File: src/rtl/sig_xy_row_accum_if.sv
// Bundles the product-beat input, the upstream stall and the row-result output of sig_xy_row_accum.
// slave = the accumulator itself, master = the producer/consumer environment driving it.
interface sig_xy_row_accum_if #(
    parameter int PIXELS_PER_BEAT = 16,
    parameter int IMAGE_DIM       = 512,
    parameter int DATA_WIDTH      = 8 * PIXELS_PER_BEAT,
    parameter int SUM_WIDTH       = 16 + $clog2(IMAGE_DIM)
);
    localparam int ROW_W = $clog2(IMAGE_DIM);

    logic                    in_valid;
    logic [2*DATA_WIDTH-1:0] in_prod;
    logic                    stall;
    logic [SUM_WIDTH-1:0]    out_sum;
    logic [ROW_W-1:0]        out_row;
    logic                    out_last;
    logic                    out_valid;
    logic                    out_ready;

    modport master (
        output in_valid, in_prod, out_ready,
        input  stall, out_sum, out_row, out_last, out_valid
    );

    modport slave (
        input  in_valid, in_prod, out_ready,
        output stall, out_sum, out_row, out_last, out_valid
    );
endinterface

File: src/rtl/sig_xy_row_accum.sv
// Row accumulator for x*y product beats: pipelined adder tree, per-row accumulation, one tagged sum per row.
// Define SIG_XY_MEAN_EN to emit the row mean (sum >> log2(IMAGE_DIM)) instead of the full row sum.
module sig_xy_row_accum #(
    parameter int PIXELS_PER_BEAT = 16,
    parameter int IMAGE_DIM       = 512,
    parameter int DATA_WIDTH      = 8 * PIXELS_PER_BEAT,
    parameter int SUM_WIDTH       = 16 + $clog2(IMAGE_DIM)
) (
    input  logic                clk,
    input  logic                aresetn,
    sig_xy_row_accum_if.slave   bus
);
    localparam int LEVELS        = $clog2(PIXELS_PER_BEAT);
    localparam int TREE_W        = 16 + LEVELS;
    localparam int SPLIT         = (LEVELS < 2) ? LEVELS : 2;
    localparam int P1_N          = PIXELS_PER_BEAT >> SPLIT;
    localparam int VEC_W         = PIXELS_PER_BEAT * TREE_W;
    localparam int BEATS_PER_ROW = IMAGE_DIM / PIXELS_PER_BEAT;
    localparam int BEAT_W        = (BEATS_PER_ROW > 1) ? $clog2(BEATS_PER_ROW) : 1;
    localparam int ROW_W         = $clog2(IMAGE_DIM);

    // One adder-tree level: the first n/2 slots receive pairwise sums, the rest are cleared.
    function automatic logic [VEC_W-1:0] reduce_level(input logic [VEC_W-1:0] v, input int n);
        logic [VEC_W-1:0] r;
        r = '0;
        for (int i = 0; i < PIXELS_PER_BEAT / 2; i++) begin
            if (i < n / 2) begin
                r[i*TREE_W +: TREE_W] = v[(2*i)*TREE_W +: TREE_W] + v[(2*i+1)*TREE_W +: TREE_W];
            end
        end
        return r;
    endfunction

    function automatic logic [SUM_WIDTH-1:0] row_result(input logic [SUM_WIDTH-1:0] s);
`ifdef SIG_XY_MEAN_EN
        return s >> ROW_W;
`else
        return s;
`endif
    endfunction

    logic [2*DATA_WIDTH-1:0]  prod;
    logic                     advance;

    logic [VEC_W-1:0]         lvl_in;
    logic [VEC_W-1:0]         lvl_s1;
    logic [VEC_W-1:0]         lvl_s2;
    logic [P1_N*TREE_W-1:0]   sum_p1_d, sum_p1_q;
    logic [TREE_W-1:0]        sum_p2_d, sum_p2_q;
    logic                     vld_p1_q, vld_p2_q;

    logic [SUM_WIDTH-1:0]     acc_d, acc_q;
    logic [SUM_WIDTH-1:0]     row_total;
    logic [BEAT_W-1:0]        beat_cnt_d, beat_cnt_q;
    logic [ROW_W-1:0]         row_cnt_d, row_cnt_q;
    logic                     first_beat, last_beat, last_row;
    logic                     acc_step, load;

    logic [SUM_WIDTH-1:0]     out_sum_d, out_sum_q;
    logic [ROW_W-1:0]         out_row_d, out_row_q;
    logic                     out_last_d, out_last_q;
    logic                     out_valid_d, out_valid_q;

    assign prod      = bus.in_prod;
    assign bus.stall = out_valid_q & ~bus.out_ready;
    assign advance   = ~bus.stall;

    // Stage p1: tree levels 1..SPLIT on the incoming beat
    always_comb begin
        lvl_in = '0;
        for (int j = 0; j < PIXELS_PER_BEAT; j++) begin
            lvl_in[j*TREE_W +: TREE_W] = TREE_W'(prod[j*16 +: 16]);
        end
        lvl_s1 = lvl_in;
        for (int l = 0; l < SPLIT; l++) begin
            lvl_s1 = reduce_level(lvl_s1, PIXELS_PER_BEAT >> l);
        end
        sum_p1_d = lvl_s1[P1_N*TREE_W-1:0];
    end

    // Stage p2: remaining tree levels down to a single beat sum
    always_comb begin
        lvl_s2 = '0;
        lvl_s2[P1_N*TREE_W-1:0] = sum_p1_q;
        for (int l = 0; l < LEVELS - SPLIT; l++) begin
            lvl_s2 = reduce_level(lvl_s2, P1_N >> l);
        end
        sum_p2_d = lvl_s2[TREE_W-1:0];
    end

    // Accumulate/output stage: the completed row total goes straight into the output register
    always_comb begin
        first_beat = (beat_cnt_q == '0);
        last_beat  = (beat_cnt_q == BEAT_W'(BEATS_PER_ROW - 1));
        last_row   = (row_cnt_q == ROW_W'(IMAGE_DIM - 1));
        acc_step   = vld_p2_q & advance;
        load       = acc_step & last_beat;
        row_total  = (first_beat ? '0 : acc_q) + SUM_WIDTH'(sum_p2_q);

        acc_d      = acc_step ? row_total : acc_q;
        beat_cnt_d = beat_cnt_q;
        if (acc_step) begin
            beat_cnt_d = last_beat ? '0 : beat_cnt_q + 1'b1;
        end
        row_cnt_d  = row_cnt_q;
        if (load) begin
            row_cnt_d = last_row ? '0 : row_cnt_q + 1'b1;
        end

        out_sum_d   = out_sum_q;
        out_row_d   = out_row_q;
        out_last_d  = out_last_q;
        out_valid_d = out_valid_q;
        if (load) begin
            out_sum_d   = row_result(row_total);
            out_row_d   = row_cnt_q;
            out_last_d  = last_row;
            out_valid_d = 1'b1;
        end else if (out_valid_q && bus.out_ready) begin
            out_valid_d = 1'b0;
        end
    end

    always_ff @(posedge clk or negedge aresetn) begin
        if (!aresetn) begin
            vld_p1_q    <= 1'b0;
            sum_p1_q    <= '0;
            vld_p2_q    <= 1'b0;
            sum_p2_q    <= '0;
            acc_q       <= '0;
            beat_cnt_q  <= '0;
            row_cnt_q   <= '0;
            out_sum_q   <= '0;
            out_row_q   <= '0;
            out_last_q  <= 1'b0;
            out_valid_q <= 1'b0;
        end else begin
            if (advance) begin
                vld_p1_q <= bus.in_valid;
                sum_p1_q <= sum_p1_d;
                vld_p2_q <= vld_p1_q;
                sum_p2_q <= sum_p2_d;
            end
            acc_q       <= acc_d;
            beat_cnt_q  <= beat_cnt_d;
            row_cnt_q   <= row_cnt_d;
            out_sum_q   <= out_sum_d;
            out_row_q   <= out_row_d;
            out_last_q  <= out_last_d;
            out_valid_q <= out_valid_d;
        end
    end

    assign bus.out_sum   = out_sum_q;
    assign bus.out_row   = out_row_q;
    assign bus.out_last  = out_last_q;
    assign bus.out_valid = out_valid_q;
endmodule

File: src/flat_wrapper.sv
// flat-port wrapper written by rule: the top's interface ports become plain ports
module sig_xy_row_accum_flat 
#(
    parameter int PIXELS_PER_BEAT = 16,
    parameter int IMAGE_DIM       = 512,
    parameter int DATA_WIDTH      = 8 * PIXELS_PER_BEAT,
    parameter int SUM_WIDTH       = 16 + $clog2(IMAGE_DIM)
)
  (clk, aresetn, bus_in_valid, bus_in_prod, bus_out_ready, bus_stall, bus_out_sum, bus_out_row, bus_out_last, bus_out_valid);
  sig_xy_row_accum_if #(.PIXELS_PER_BEAT(PIXELS_PER_BEAT), .IMAGE_DIM(IMAGE_DIM), .DATA_WIDTH(DATA_WIDTH), .SUM_WIDTH(SUM_WIDTH)) bus_i ();
  input  logic clk;
  input  logic aresetn;
  input wire logic [$bits(bus_i.in_valid)-1:0] bus_in_valid;
  input wire logic [$bits(bus_i.in_prod)-1:0] bus_in_prod;
  input wire logic [$bits(bus_i.out_ready)-1:0] bus_out_ready;
  output wire logic [$bits(bus_i.stall)-1:0] bus_stall;
  output wire logic [$bits(bus_i.out_sum)-1:0] bus_out_sum;
  output wire logic [$bits(bus_i.out_row)-1:0] bus_out_row;
  output wire logic [$bits(bus_i.out_last)-1:0] bus_out_last;
  output wire logic [$bits(bus_i.out_valid)-1:0] bus_out_valid;
  assign bus_i.in_valid = bus_in_valid;
  assign bus_i.in_prod = bus_in_prod;
  assign bus_i.out_ready = bus_out_ready;
  assign bus_stall = bus_i.stall;
  assign bus_out_sum = bus_i.out_sum;
  assign bus_out_row = bus_i.out_row;
  assign bus_out_last = bus_i.out_last;
  assign bus_out_valid = bus_i.out_valid;
  sig_xy_row_accum #(.PIXELS_PER_BEAT(PIXELS_PER_BEAT), .IMAGE_DIM(IMAGE_DIM), .DATA_WIDTH(DATA_WIDTH), .SUM_WIDTH(SUM_WIDTH)) u_core (.clk(clk), .aresetn(aresetn), .bus(bus_i));
endmodule
File: config.mk
export PLATFORM = sky130hd
export DESIGN_NAME = sig_xy_row_accum_flat
export DESIGN_NICKNAME = d
export VERILOG_FILES = /design/src/rtl/sig_xy_row_accum_if.sv /design/src/rtl/sig_xy_row_accum.sv /design/src/flat_wrapper.sv
export SDC_FILE = /design/constraint.sdc
export NUM_CORES = 1
export LEC_CHECK = 0
export BUFFER_PORTS_ARGS = -buffer_cell sky130_fd_sc_hd__buf_2
export CAP_MARGIN = 5
export CORE_UTILIZATION = 50
export CTS_CLUSTER_DIAMETER = 50
export DETAILED_ROUTE_END_ITERATION = 8
export PLACE_DENSITY = 0.72
export SLEW_MARGIN = 15
export SYNTH_ARGS = -nofsm -noshare
export SYNTH_HDL_FRONTEND = slang
export SYNTH_SLANG_ARGS = --single-unit
File: constraint.sdc
create_clock -name clk -period 4.9 [get_ports clk]
set_input_delay 0.245 -clock clk [delete_from_list [all_inputs] [get_ports clk]]
set_output_delay 0.245 -clock clk [all_outputs]
set_load 0.05 [all_outputs]
# == After elaboration in Yosys (flattened, before gate mapping) ==
# Index checks and enable logic that the tools add are counted.
# op_classes
n_reduce_logical,3
bitwise,5
eq_ne,2
add_sub_neg,18
muxes,5
# ops
op,n
$add A20 B20 Y20,7
$add A16 B16 Y17,8
$add A25 B20 Y25,1
$mux W25,1
$add A9 B1 Y9 const B,1
$eq A9 B9 Y1 const B,1
$mux W9,1
$add A5 B1 Y5 const B,1
$eq A5 B5 Y1 const B,1
$logic_not A5 Y1,1
$mux W5,1
$and A1 B1 Y1,3
$mux W1,2
$not A1 Y1,2
$reduce_bool A2 Y1,1
$logic_and A1 B1 Y1,1
# word_totals
input_bits,260
wordCells,44
regBits,177

# == Longest topological paths before layout ==
# Gate-level depths: netlist of the first run.
# depth
ltp_word,6
mapped_depth,20
mapped_depth_nobuf,20

# == Worst setup path after synthesis of the first run ==
# OpenSTA, ideal clock, no wires.
# synth_path
path_type,register to register
start,register u_core.beat_cnt_q[0]
end,register u_core.acc_q[16]
period_less_slack_ps,3623
setup_time_ps,125
arrival_time_ps,3499
setup_slack_ps,1277
stages_incl_launch_ff,17
path_cell_list,dfrtp_1 -> inv_1 -> ha_1 -> or4b_1 -> buf_2 -> clkbuf_1 -> and2_1 -> ha_1 -> fa_1 -> a21oi_1 -> nor2_1 -> o311ai_1 -> a31oi_2 -> o21a_1 -> nor2_1 -> xnor2_1 -> mux2_2
# synth_via
elab_chain_len,3
# synth_lines
item,line_no,text
start: declaration,sig_xy_row_accum.sv:54,"logic [BEAT_W-1:0] beat_cnt_d, beat_cnt_q;"
start signal: assignment,sig_xy_row_accum.sv:145,beat_cnt_q <= beat_cnt_d;
$logic_not A5 Y1,sig_xy_row_accum.sv:93,first_beat = (beat_cnt_q == '0);
$mux W25,sig_xy_row_accum.sv:98,row_total = (first_beat ? '0 : acc_q) + SUM_WIDTH'(sum_p2_q);
$add A25 B20 Y25,sig_xy_row_accum.sv:98,
end signal: assignment,sig_xy_row_accum.sv:130,acc_q <= '0;
end signal: assignment,sig_xy_row_accum.sv:144,acc_q <= acc_d;
end: declaration,sig_xy_row_accum.sv:52,"logic [SUM_WIDTH-1:0] acc_d, acc_q;"
# Every way passes these cells.
# A chain may end at the register's enable or synchronous reset.

# == Worst setup path after layout of the first run ==
# layout_path
start,register u_core.beat_cnt_q[0]
end,"register u_core.out_sum_q[24], in the netlist u_core.bus.out_sum[24]"
# layout_via
elab_chain_len,3
# layout_lines
item,line_no,text
$logic_not A5 Y1,sig_xy_row_accum.sv:93,
$mux W25,sig_xy_row_accum.sv:98,
$add A25 B20 Y25,sig_xy_row_accum.sv:98,
end signal: assignment,sig_xy_row_accum.sv:147,out_sum_q <= out_sum_d;
end: declaration,sig_xy_row_accum.sv:59,"logic [SUM_WIDTH-1:0] out_sum_d, out_sum_q;"
# Several ways; a longest one is shown, not always the timed one.

==> results by group, run 1 <==
Status
  – Status: finished clean

Synth
  – Syn Inst Count: slightly above 2000
  – Synthesized net count: 2615
  – EDFF count, synth: 0
  – Seq/Total Area, Yosys: about a quarter
  – Post-synth top area cell: dfrtp_1
  – Synthesized area: around 18000 sq um
  – Synth Area in XOR/XNOR: around 9.0%
  – Post-synthesis simple-gate area fraction: between 10% and 20%
  – Top-count cell post-synth: ha_1
  – Compound-Gate Fraction of Synth Area: ~21%
  – Post-synth ARST share: 100%
  – Largest family of logic cells by synthesized area: adder cells
  – Synth Flop Type: dfrtp_1
  – Post-synthesis cell type count: 77
  – Syn avg cell area: approximately 8.5 sq um
  – Area share of the leading cell type in the synthesized netlist: roughly 24%
  – YS warnings: 0
  – Yosys reg bits: between 150 and 200
  – Synth top cells by count: ha_1, a21oi_1, nor2_1, inv_1, dfrtp_1
  – Largest cells by area after synthesis: dfrtp_1, ha_1, xnor2_1
  – Synthesized-area fraction occupied by adder cells: between 20% and 30%
  – Mux contribution to synthesized area: 3.06%

Timing
  – Fmax: around 250 MHz
  – Setup tns final: 0 ns
  – RSZ-0062 raised after global routing: no
  – Final WS setup: 0.936 ns
  – Clk_skew: 0.00900 ns
  – Tcrit/Tclk final: approximately 81%
  – Max-slew violations: 0
  – Final setup viols: 0
  – Slew headroom: a little under half
  – Final Hold Viols: 0
  – Worst slew pin tran: just over 0.8 ns
  – Min Clock Period, post-route: between 3 and 4 ns

Floorplan
  – Core Area: 34500 sq um
  – Row Count: 68
  – I/O pin cnt: 297
  – Die ar.: 35900 sq um
  – Die X: 189 um
  – Initial core utilization: about 51%
  – Die height: about 190 um

Finish
  – Fin util: between 50 and 60%
  – Ant diodes: 0
  – Fillers: between 3000 and 4000
  – Reg area: approximately 4200 sq um
  – Area occupied by multi-input gates: between 10000 and 15000 sq um
  – Share of cells above drive strength 1: between 15 and 20%
  – Final Net Count: 2901
  – Layout area overhead: 14.8%
  – Fin area: 20100 sq um

Setup path
  – Setup CP Type: flip-flop to flip-flop
  – Cells on worst reg2reg path: 14
  – Reg2reg start: u_core.beat_cnt_q[0]
  – CP startpoint kind: flip-flop
  – R2R Setup Slk: between 0.9 and 1 ns
  – Worst setup EP type: flip-flop
  – Crit path DAT: 4.27 ns
  – Worst R2R End: u_core.bus.out_sum[24]
  – Crit path required time: roughly 5.2 ns
  – CP startpoint: u_core.beat_cnt_q[0]
  – CP max FO: 5

Power
  – VDD IR max: 0.669 mV
  – Sw frac: 48.5%
  – Clock power frac: approximately 8.8%
  – Comb pwr share: around 75%
  – Lkg Pwr: approximately 10 nW
  – Seq pwr share: between 15 and 20%
  – Switching pwr: ~0.0074 W
  – PD cells: roughly 750 nW/um^2
  – Internal: 0.00782 W

Worst hold path
  – Hold WC Path Type: primary input to flip-flop
  – Worst hold path endpoint: u_core.vld_p1_q
  – Hold_sp: bus_in_valid
  – Hold Path Depth: 3

Global route
  – First-pass GRT wire length: about 70000 um
  – Initial antenna violation count: 0
  – Pin count of the biggest net entering global routing: 92
  – Vias in the first global route: 15021
  – Gr usage total: around a quarter
  – Aggregate global routing overflow: 0

CTS
  – Root Driver: clkbuf_16
  – Htree depth: 4
  – Clk buf depth: 2
  – Cts repair resizes: 0
  – Post-CTS Setup Inserts: 0
  – CTS tree: yes
  – Num CTS Buffers: 17
  – Clock latency at the later pin of the worst-skew pair: approximately 0.44 ns
  – Clock tree sinks: about 170
  – Reg clk slew, reported paths: 0.07 ns

Job
  – Max-cap viol count: 0

Placement
  – Placed cell area: approximately 20000 sq um
  – Port Buffers: around 300
  – Pre-CTS WS: a little under 0.9 ns
  – DPL Wire Length: 33800 um
  – Final GP Congestion: 0.864

Drt
  – DRC errors left: 0
  – Initial DRC Count: around 660
  – DRT Wirelength: 41500 um
  – Vias/cell: 5.50
  – ANT nets after route: 0
  – DRT Pass-1 Iters: 5
  – Routed len/inst: around 15 um
  – Via count: 15501
==> repair_timing <==
| item | 4_1_cts | 5_1_grt |
|---|---|---|
| setup endpoints to repair | 0 | 0 |
| hold buffers | 1 | 0 |
| hold endpoints to repair | 89 | 0 |
==> placed cells by master, fill, tap and decap left out, types with 49 or more instances in the layout <==
master,count
a21oi_1,200
dfrtp_1,169
nor2_1,180
o21ai_0,145
ha_1,240
xnor2_1,124
nand2_1,152
fa_1,49
a21o_1,53
buf_2,295
inv_1,173
xor2_1,56
==> worst max path at each step <==
stage                        endpoint  slack [ns]  cells after the start
3_5_place_dp      u_core.sum_p1_q[56]        0.87                     18
2_1_floorplan        u_core.acc_q[16]        1.28                     16
5_1_grt        u_core.bus.out_sum[22]        0.60                     14
6_report       u_core.bus.out_sum[24]        0.94                     14
4_1_cts        u_core.bus.out_sum[22]        0.94                     14
3_3_place_gp      u_core.sum_p1_q[16]        0.98                     18
==> sequential cells by signal (all words and copies together) (netlist names) <==
name                  cells
u_core.bus.out_sum       25
u_core.vld_p2_q           1
u_core.row_cnt_q          9
u_core.sum_p1_q          72
u_core.bus.out_last       1
u_core.sum_p2_q          20
u_core.acc_q             25
u_core.vld_p1_q           1
u_core.bus.out_valid      1
u_core.beat_cnt_q         5
u_core.bus.out_row        9
==> metal layers <==
| layer | routed length [um] | global-route usage, % | vias to the layer above |
|---|---|---|---|
| met4 | 353 | 3.88 | 0 |
| met1 | 19300 | 30.9 | 7263 |
| met3 | 1310 | 2.47 | 37 |
| li1 | - | - | 7884 |
| met5 | 0 | 0 | - |
| met2 | 20500 | 41.6 | 317 |
==> worst max-delay path: stages, from the launching register on <==
cell and delay, ns:
dfrtp_1 0.42, inv_1 0.10, ha_1 0.19, or4b_1 0.52, and2_1 0.20, ha_1 0.24, fa_1 0.44, a21oi_1 0.23
nor2_1 0.08, o311ai_1 0.44, a31oi_2 0.24, a21oi_2 0.31, nand3b_4 0.20, xnor2_1 0.12, o21ai_0 0.09
==> cells by family after synthesis <==
logic type	after synthesis
xor gates and xnor gates	180
adders and majority gates	289
buffers and inverters	211
and+or+nand+nor	591
DFF	169
muxes	48
AOI/OAI and AO/OA	578
==> power by group through the flow <==
stage	logic, W	registers [W]	clock network, W
after floorplan	0.00879	0.00253	0
final	0.0114	0.00249	0.00134
after global placement	0.0110	0.00249	0
after detailed placement	0.0112	0.00250	0
after global routing	0.0128	0.00256	0.00142
after CTS	0.0113	0.00249	0.00137
==> through the flow <==
step	power, W	std cells	hold slack, ns
2_1_floorplan	0.0113	2066	-0.0506
3_3_place_gp	0.0135	2787	0.375
3_5_place_dp	0.0137	2787	0.378
4_1_cts	0.0152	2820	0.0479
5_1_grt	0.0168	2820	0.0519
6_report	0.0152	2820	0.0755
==> final cells by class <==
type | count | area share [%]
clock buffers | 18 | 2.18
multi-input cells | 1686 | 62.3
repair buffers | 304 | 7.70
clock inverters | 14 | 0.776
inverters | 174 | 3.24
well taps | 455 | 2.83
flip-flops and latches | 169 | 21.0
No activity file was read; power rests on OpenSTA's default activity.
==> run 2: changes to the inputs <==
PLACE_DENSITY = 0.75   (was 0.72)
clock period = 3.3 ns   (was 4.9 ns; I/O delays follow)
==> run 2 against run 1 <==
  * The flow now finishes with violations (negative setup slack)
  * Global-route usage rose by 2.2 points
  * Maximum frequency rose by 7.0%
  * Sequential cell count did not move
  * Clock power rose by 54%
  * Setup slack got worse by 1.3 ns
  * Largest cell class unchanged
  * Largest power group unchanged
==> results by group, run 2 (synthesis results as in run 1) <==
Placement
  – DPL Wire Length: ~36000 um
  – Port Buffers: around 300
  – Final GP Congestion: 0.883
  – Cells after DPL: 2994
  – Placed cell area: 21200 sq um

CTS
  – Clock latency at the later pin of the worst-skew pair: ~0.43 ns
  – Clock tree sinks: 169
  – Htree depth: 4
  – Root Driver: clkbuf_16
  – Clk buf depth: 2
  – CTS tree: yes
  – Num CTS Buffers: 17
  – Reg clk slew, reported paths: ~0.070 ns

Drt
  – DRC errors left: 0
  – Routed len/inst: around 15 um
  – Vias/cell: around 5.5
  – ANT nets after route: 0
  – DRT Pass-1 Iters: 7
  – DRT Wirelength: roughly 47000 um
  – Via count: about 17000
  – Initial DRC Count: about 760

Timing
  – Hold Slack: ~0.20 ns
  – Max-slew violations: 0
  – Slew headroom: ~46%
  – Tcrit/Tclk final: 112%
  – RSZ-0062 raised after global routing: yes
  – Clk_skew: between 0.01 and 0.015 ns
  – Final WS setup: -0.405 ns
  – Worst slew pin tran: slightly above 0.8 ns
  – Final Hold Viols: 0
  – Fmax: between 200 and 300 MHz
  – Final setup viols: 32
  – Min Clock Period, post-route: roughly 3.7 ns

Setup path
  – R2R Setup Slk: -0.40 ns
  – Worst setup EP type: flip-flop
  – Reg2reg start: u_core.beat_cnt_q[1]
  – Worst R2R End: u_core.bus.out_sum[23]
  – CP startpoint kind: flip-flop
  – Crit path required time: about 3.6 ns
  – CP Capture Point: u_core.bus.out_sum[23]
  – CP startpoint: u_core.beat_cnt_q[1]
  – Crit path DAT: approximately 4.0 ns
  – Setup CP Type: flip-flop to flip-flop
  – CP max FO: 5
  – Cells on worst reg2reg path: 16

Floorplan
  – Row Count: 68
  – I/O pin cnt: 297
  – Initial core utilization: roughly half
  – Core Area: about 35000 sq um
  – Die X: 189 um
  – Die height: ~190 um
  – Die ar.: around 36000 sq um

Finish
  – Non-Filler Instances: between 3000 and 4000
  – Fillers: about 2700
  – Layout area overhead: 32.3%
  – Fin area: roughly 23000 sq um
  – Commonest non-fill, non-tap cell in the layout: buf_2
  – Ant diodes: 0
  – Most frequent cells in the layout: buf_2, buf_4, ha_1, nor2_1, a21oi_1
  – Reg with most FFs: u_core.sum_p1_q
  – Flip-flop count of the largest register after layout: between 70 and 80
  – Fin util: between 60% and 70%
  – Final Net Count: between 3000 and 4000
  – Share of cells above drive strength 1: between 30% and 40%

Global route
  – Initial antenna violation count: 0
  – Pin count of the biggest net entering global routing: between 80 and 90
  – Aggregate global routing overflow: 0
  – Vias in the first global route: around 17000
  – Gr usage total: approximately 26%
  – First-pass GRT wire length: 76600 um

Worst hold path
  – Hold WC Path Type: primary input to flip-flop
  – Hold_sp: bus_in_prod[32]

Power
  – PD cells: 1260 nW/um^2
  – Lkg Pwr: 11.5 nW
  – VDD IR max: roughly 1.2 mV

Status
  – Failing checks: negative setup slack
  – Status: finished with violations

Job
  – Max-cap viol count: 0
-- run 2: cell types whose count changed in the layout (fill, tap and decap cells not counted), sizes merged --
cell,previous run,this run
buf,303,555
bufinv,0,2
clkinv,6,4
clkbuf,18,17
clkinvlp,1,2
dlygate4sd3,1,2
or4b,3,4
-- run 2: worst min path at each step --
stage | to | cells past startpoint
after floorplan | u_core.acc_q[0] | 0
after global placement | u_core.bus.out_row[5] | 1
after detailed placement | u_core.row_cnt_q[4] | 1
after CTS | u_core.sum_p1_q[60] | 5
after global routing | u_core.sum_p1_q[0] | 5
final | u_core.sum_p1_q[0] | 5
-- run 2: timing repair --
| action | in CTS | in global routing |
|---|---|---|
| gates cloned | 1 | 0 |
| setup buffers | 24 | 23 |
| endpoints found under the setup margin | 33 | 70 |
| resized for setup | 77 | 146 |
| hold endpoints to repair | 84 | 0 |
| pin swaps | 43 | 93 |
| hold buffers | 2 | 0 |
-- run 2: metal layers --
metal | global-route usage (%) | vias up | share of wire, %
met3 | 2.58 | 100 | 3.2
met4 | 8.03 | 0 | 3.0
met5 | 0 | - | 0
met2 | 46.7 | 409 | 51
li1 | - | 8381 | -
met1 | 31.4 | 8047 | 42
-- run 2: critical path, cell delays in order (launching register included) --
cell and delay [ns]:
dfrtp_1 0.39, inv_2 0.10, ha_4 0.15, or4b_4 0.55
buf_6 0.16, and2_4 0.15, ha_4 0.28, o211ai_1 0.14
o211ai_2 0.23, nor4b_4 0.35, o2111ai_2 0.17, buf_4 0.18
a21boi_4 0.18, buf_4 0.15, o21ai_2 0.08, xnor2_1 0.23
o21ai_1 0.08
-- run 2: power by group --
group | total, W | internal (W) | leakage (nW) | switching (W)
sequential | 0.00376 | 0.00313 | 2.08 | 0.000634
combinational | 0.0235 | 0.0116 | 9.10 | 0.0120
clock | 0.00207 | 0.00115 | 0.295 | 0.000921
total | 0.0294 | 0.0158 | 11.5 | 0.0135
-- run 2: per-stage QoR --
stage	total power (W)	TNS [ns]	setup slack, ns
final	0.0294	-5.47	-0.405
after global routing	0.0319	-8.24	-0.445
after CTS	0.0271	-2.89	-0.219
after detailed placement	0.0229	-12.99	-0.456
after global placement	0.0221	-7.57	-0.300
after floorplan	0.0171	-0.867	-0.110
-- run 2: final cells by class --
type                    instances  area [sq um]  share of cell area (%)
repair buffers                557          3530                    15.2
inverters                     174           653                    2.81
clock inverters                15           181                   0.781
flip-flops and latches        169          4230                    18.2
clock buffers                  17           425                    1.83
well taps                     455           569                    2.45
multi-input cells            1687         13600                    58.7
==> run 3: changes to the inputs <==
PLACE_DENSITY = 0.72   (was 0.75)
clock period = 3.45 ns   (was 3.3 ns; I/O delays follow)
==> run 3 against run 2 <==
  * The flow still finishes with violations (negative setup slack)
  * Setup slack improved by 0.31 ns
  * Combinational power fell by 12%
  * Global-route usage fell by 1.4 points
  * Sequential share of layout area is 0.94 points higher
  * Register-to-register slack better by 0.31 ns
  * Critical endpoint is now u_core.acc_q[21]
  * Largest power group unchanged
==> results by group, run 3 (synthesis results as in run 1) <==
Worst hold path
  – Hold WC Path Type: primary input to flip-flop

Status
  – Failing checks: negative setup slack
  – Status: finished with violations

Setup path
  – Setup CP Type: flip-flop to flip-flop
  – Most frequent CP cell: ha_4
  – CP max FO: 6
  – Cell Chain, Critical Path: inv_2, ha_4, or4b_4, buf_8, and2_4, ha_4, o211ai_1, o211ai_2, nor4b_4, o2111ai_2, a21boi_2, o21ai_2, or4_1, o21ai_1
  – WP buf/inv: 2
  – Crit-path slowest cell: or4b_4
  – Crit-path leading delay family: simple AND/OR/NAND/NOR gates
  – R2R Setup Slk: -0.09 ns
  – Crit path required time: ~3.8 ns
  – Worst setup EP type: flip-flop
  – Max incr delay on CP: ~0.53 ns
  – CP startpoint kind: flip-flop
  – Crit path DAT: just under 4 ns

Global route
  – Gr usage total: ~24%
  – Pin count of the biggest net entering global routing: 75
  – Aggregate global routing overflow: 0
  – Vias in the first global route: about 16000
  – First-pass GRT wire length: ~73000 um
  – Initial antenna violation count: 0

Timing
  – Tcrit/Tclk final: 103%
  – Max-slew violations: 0
  – Worst slew pin tran: 0.730 ns
  – Final setup viols: 9
  – Final Hold Viols: 0
  – Final WS setup: -0.0910 ns
  – RSZ-0062 raised after global routing: yes
  – Fmax: between 200 and 300 MHz
  – Min Clock Period, post-route: between 3 and 4 ns
  – Hold Slack: around 0.023 ns
  – Slew headroom: roughly half
  – Clk_skew: around 0.018 ns

Drt
  – Via count: approximately 16000
  – Initial DRC Count: between 600 and 700
  – Routed len/inst: around 15 um
  – DRT Pass-1 Iters: 5
  – Vias/cell: 5.49
  – DRC errors left: 0
  – ANT nets after route: 0
  – DRT Wirelength: ~45000 um

CTS
  – Clock latency at the later pin of the worst-skew pair: 0.43 ns
  – Num CTS Buffers: 17
  – Root Driver: clkbuf_16
  – CTS tree: yes
  – Clock tree sinks: about 170
  – Reg clk slew, reported paths: about 0.070 ns
  – Htree depth: 4
  – Clk buf depth: 2

Floorplan
  – Die height: ~190 um
  – Row Count: 68
  – I/O pin cnt: a little under 300
  – Initial core utilization: roughly half
  – Die X: roughly 190 um
  – Die ar.: 35900 sq um
  – Core Area: roughly 35000 sq um

Finish
  – Flip-flop count of the largest register after layout: 72
  – Commonest non-fill, non-tap cell in the layout: buf_2
  – Share of cells above drive strength 1: between 20% and 30%
  – Ant diodes: 0
  – Final Net Count: 3080
  – Most frequent cells in the layout: buf_2, ha_1, a21oi_1, buf_4, nor2_1
  – Layout area overhead: 25.8%
  – Reg with most FFs: u_core.sum_p1_q

Placement
  – Final GP Congestion: 0.882
  – Port Buffers: 296
  – Pre-CTS WS: -0.404 ns
  – DPL Wire Length: between 30000 and 40000 um

Power
  – Comb pwr share: between 70% and 80%
  – Lkg Pwr: around 11 nW
  – Sw frac: between 40% and 50%
  – Clock power frac: under 10%
  – PD cells: about 1200 nW/um^2
  – Internal: 0.0141 W
  – Switching pwr: ~0.012 W
  – Seq pwr share: 13.8%
  – VDD IR max: roughly 1.1 mV

Job
  – Max-cap viol count: 0
## run 3: cell count changes in the layout (fill, tap and decap cells not counted), moves of 6 or more
cell / delta
ha_1: +9
buf_6: -7
ha_4: -6
o21ai_0: +16
a21oi_2: -8
o21ai_2: -10
a21oi_1: +11
buf_4: -70
## run 3: area by class of cell
cell class | count | area (sq um)
clock buffer | 20 | 457
clock inverter | 11 | 115
fill | 2931 | 12500
inverter | 174 | 653
multi-input combinational | 1686 | 13100
sequential | 169 | 4230
tap | 455 | 569
timing repair buffer | 483 | 2960
## run 3: repair_timing
action                     CTS  global route
setup buffers                9            17
gates resized for setup     33            94
pin swaps                   23            54
hold endpoints to repair    65             0
setup endpoints to repair   24            56
gates cloned                 0             1
hold buffers                 1             0
## run 3: final timing paths
check	start	end	depth (start not counted)
min	bus_in_valid	u_core.vld_p1_q	3
max in group asynchronous	aresetn	u_core.sum_p1_q[28]	3
max	u_core.beat_cnt_q[0]	u_core.acc_q[21]	14
max reg2reg	u_core.beat_cnt_q[0]	u_core.acc_q[21]	14
min reg2reg	u_core.bus.out_sum[22]	u_core.bus.out_sum[22]	2
min in group asynchronous	aresetn	u_core.row_cnt_q[2]	2
## run 3: metrics by stage
| step | total power [W] | util, % | setup TNS, ns | std cells | instance area (sq um) |
|---|---|---|---|---|---|
| 5_1_grt | 0.0284 | 63.9 | -1.49 | 2998 | 22100 |
| 2_1_floorplan | 0.0162 | - | 0 | 2066 | 17600 |
| 3_5_place_dp | 0.0213 | 60.0 | -6.14 | 2939 | 20700 |
| 6_report | 0.0261 | 63.9 | -0.301 | 2998 | 22100 |
| 3_3_place_gp | 0.0208 | 60.0 | -2.87 | 2939 | 20700 |
| 4_1_cts | 0.0243 | 62.3 | -0.237 | 2980 | 21500 |
## run 3: routing by layer
layer | vias up | wire length (um) | track usage [%]
li1 | 8235 | - | -
met1 | 7816 | 19800 | 30.7
met2 | 356 | 22600 | 43.9
met3 | 58 | 1440 | 2.48
met4 | 0 | 718 | 5.68
met5 | - | 0 | 0
## run 3: worst reg2reg max path: cells and delay by family (launching register included)
kind                     cells  cell delay [ns]
AND/OR/NAND/NOR              4             1.42
buffers and inverters        2             0.25
AO/OA/AOI/OAI                6             1.00
flip-flops                   1             0.39
adder cells (fa/ha/maj)      2             0.40
## run 3: power by group through the flow
stage	registers [W]	logic, W	clock network, W
floorplan	0.00360	0.0126	0
global placement	0.00351	0.0173	0
detailed placement	0.00354	0.0178	0
CTS	0.00354	0.0189	0.00191
global route	0.00367	0.0228	0.00199
finish	0.00359	0.0206	0.00188
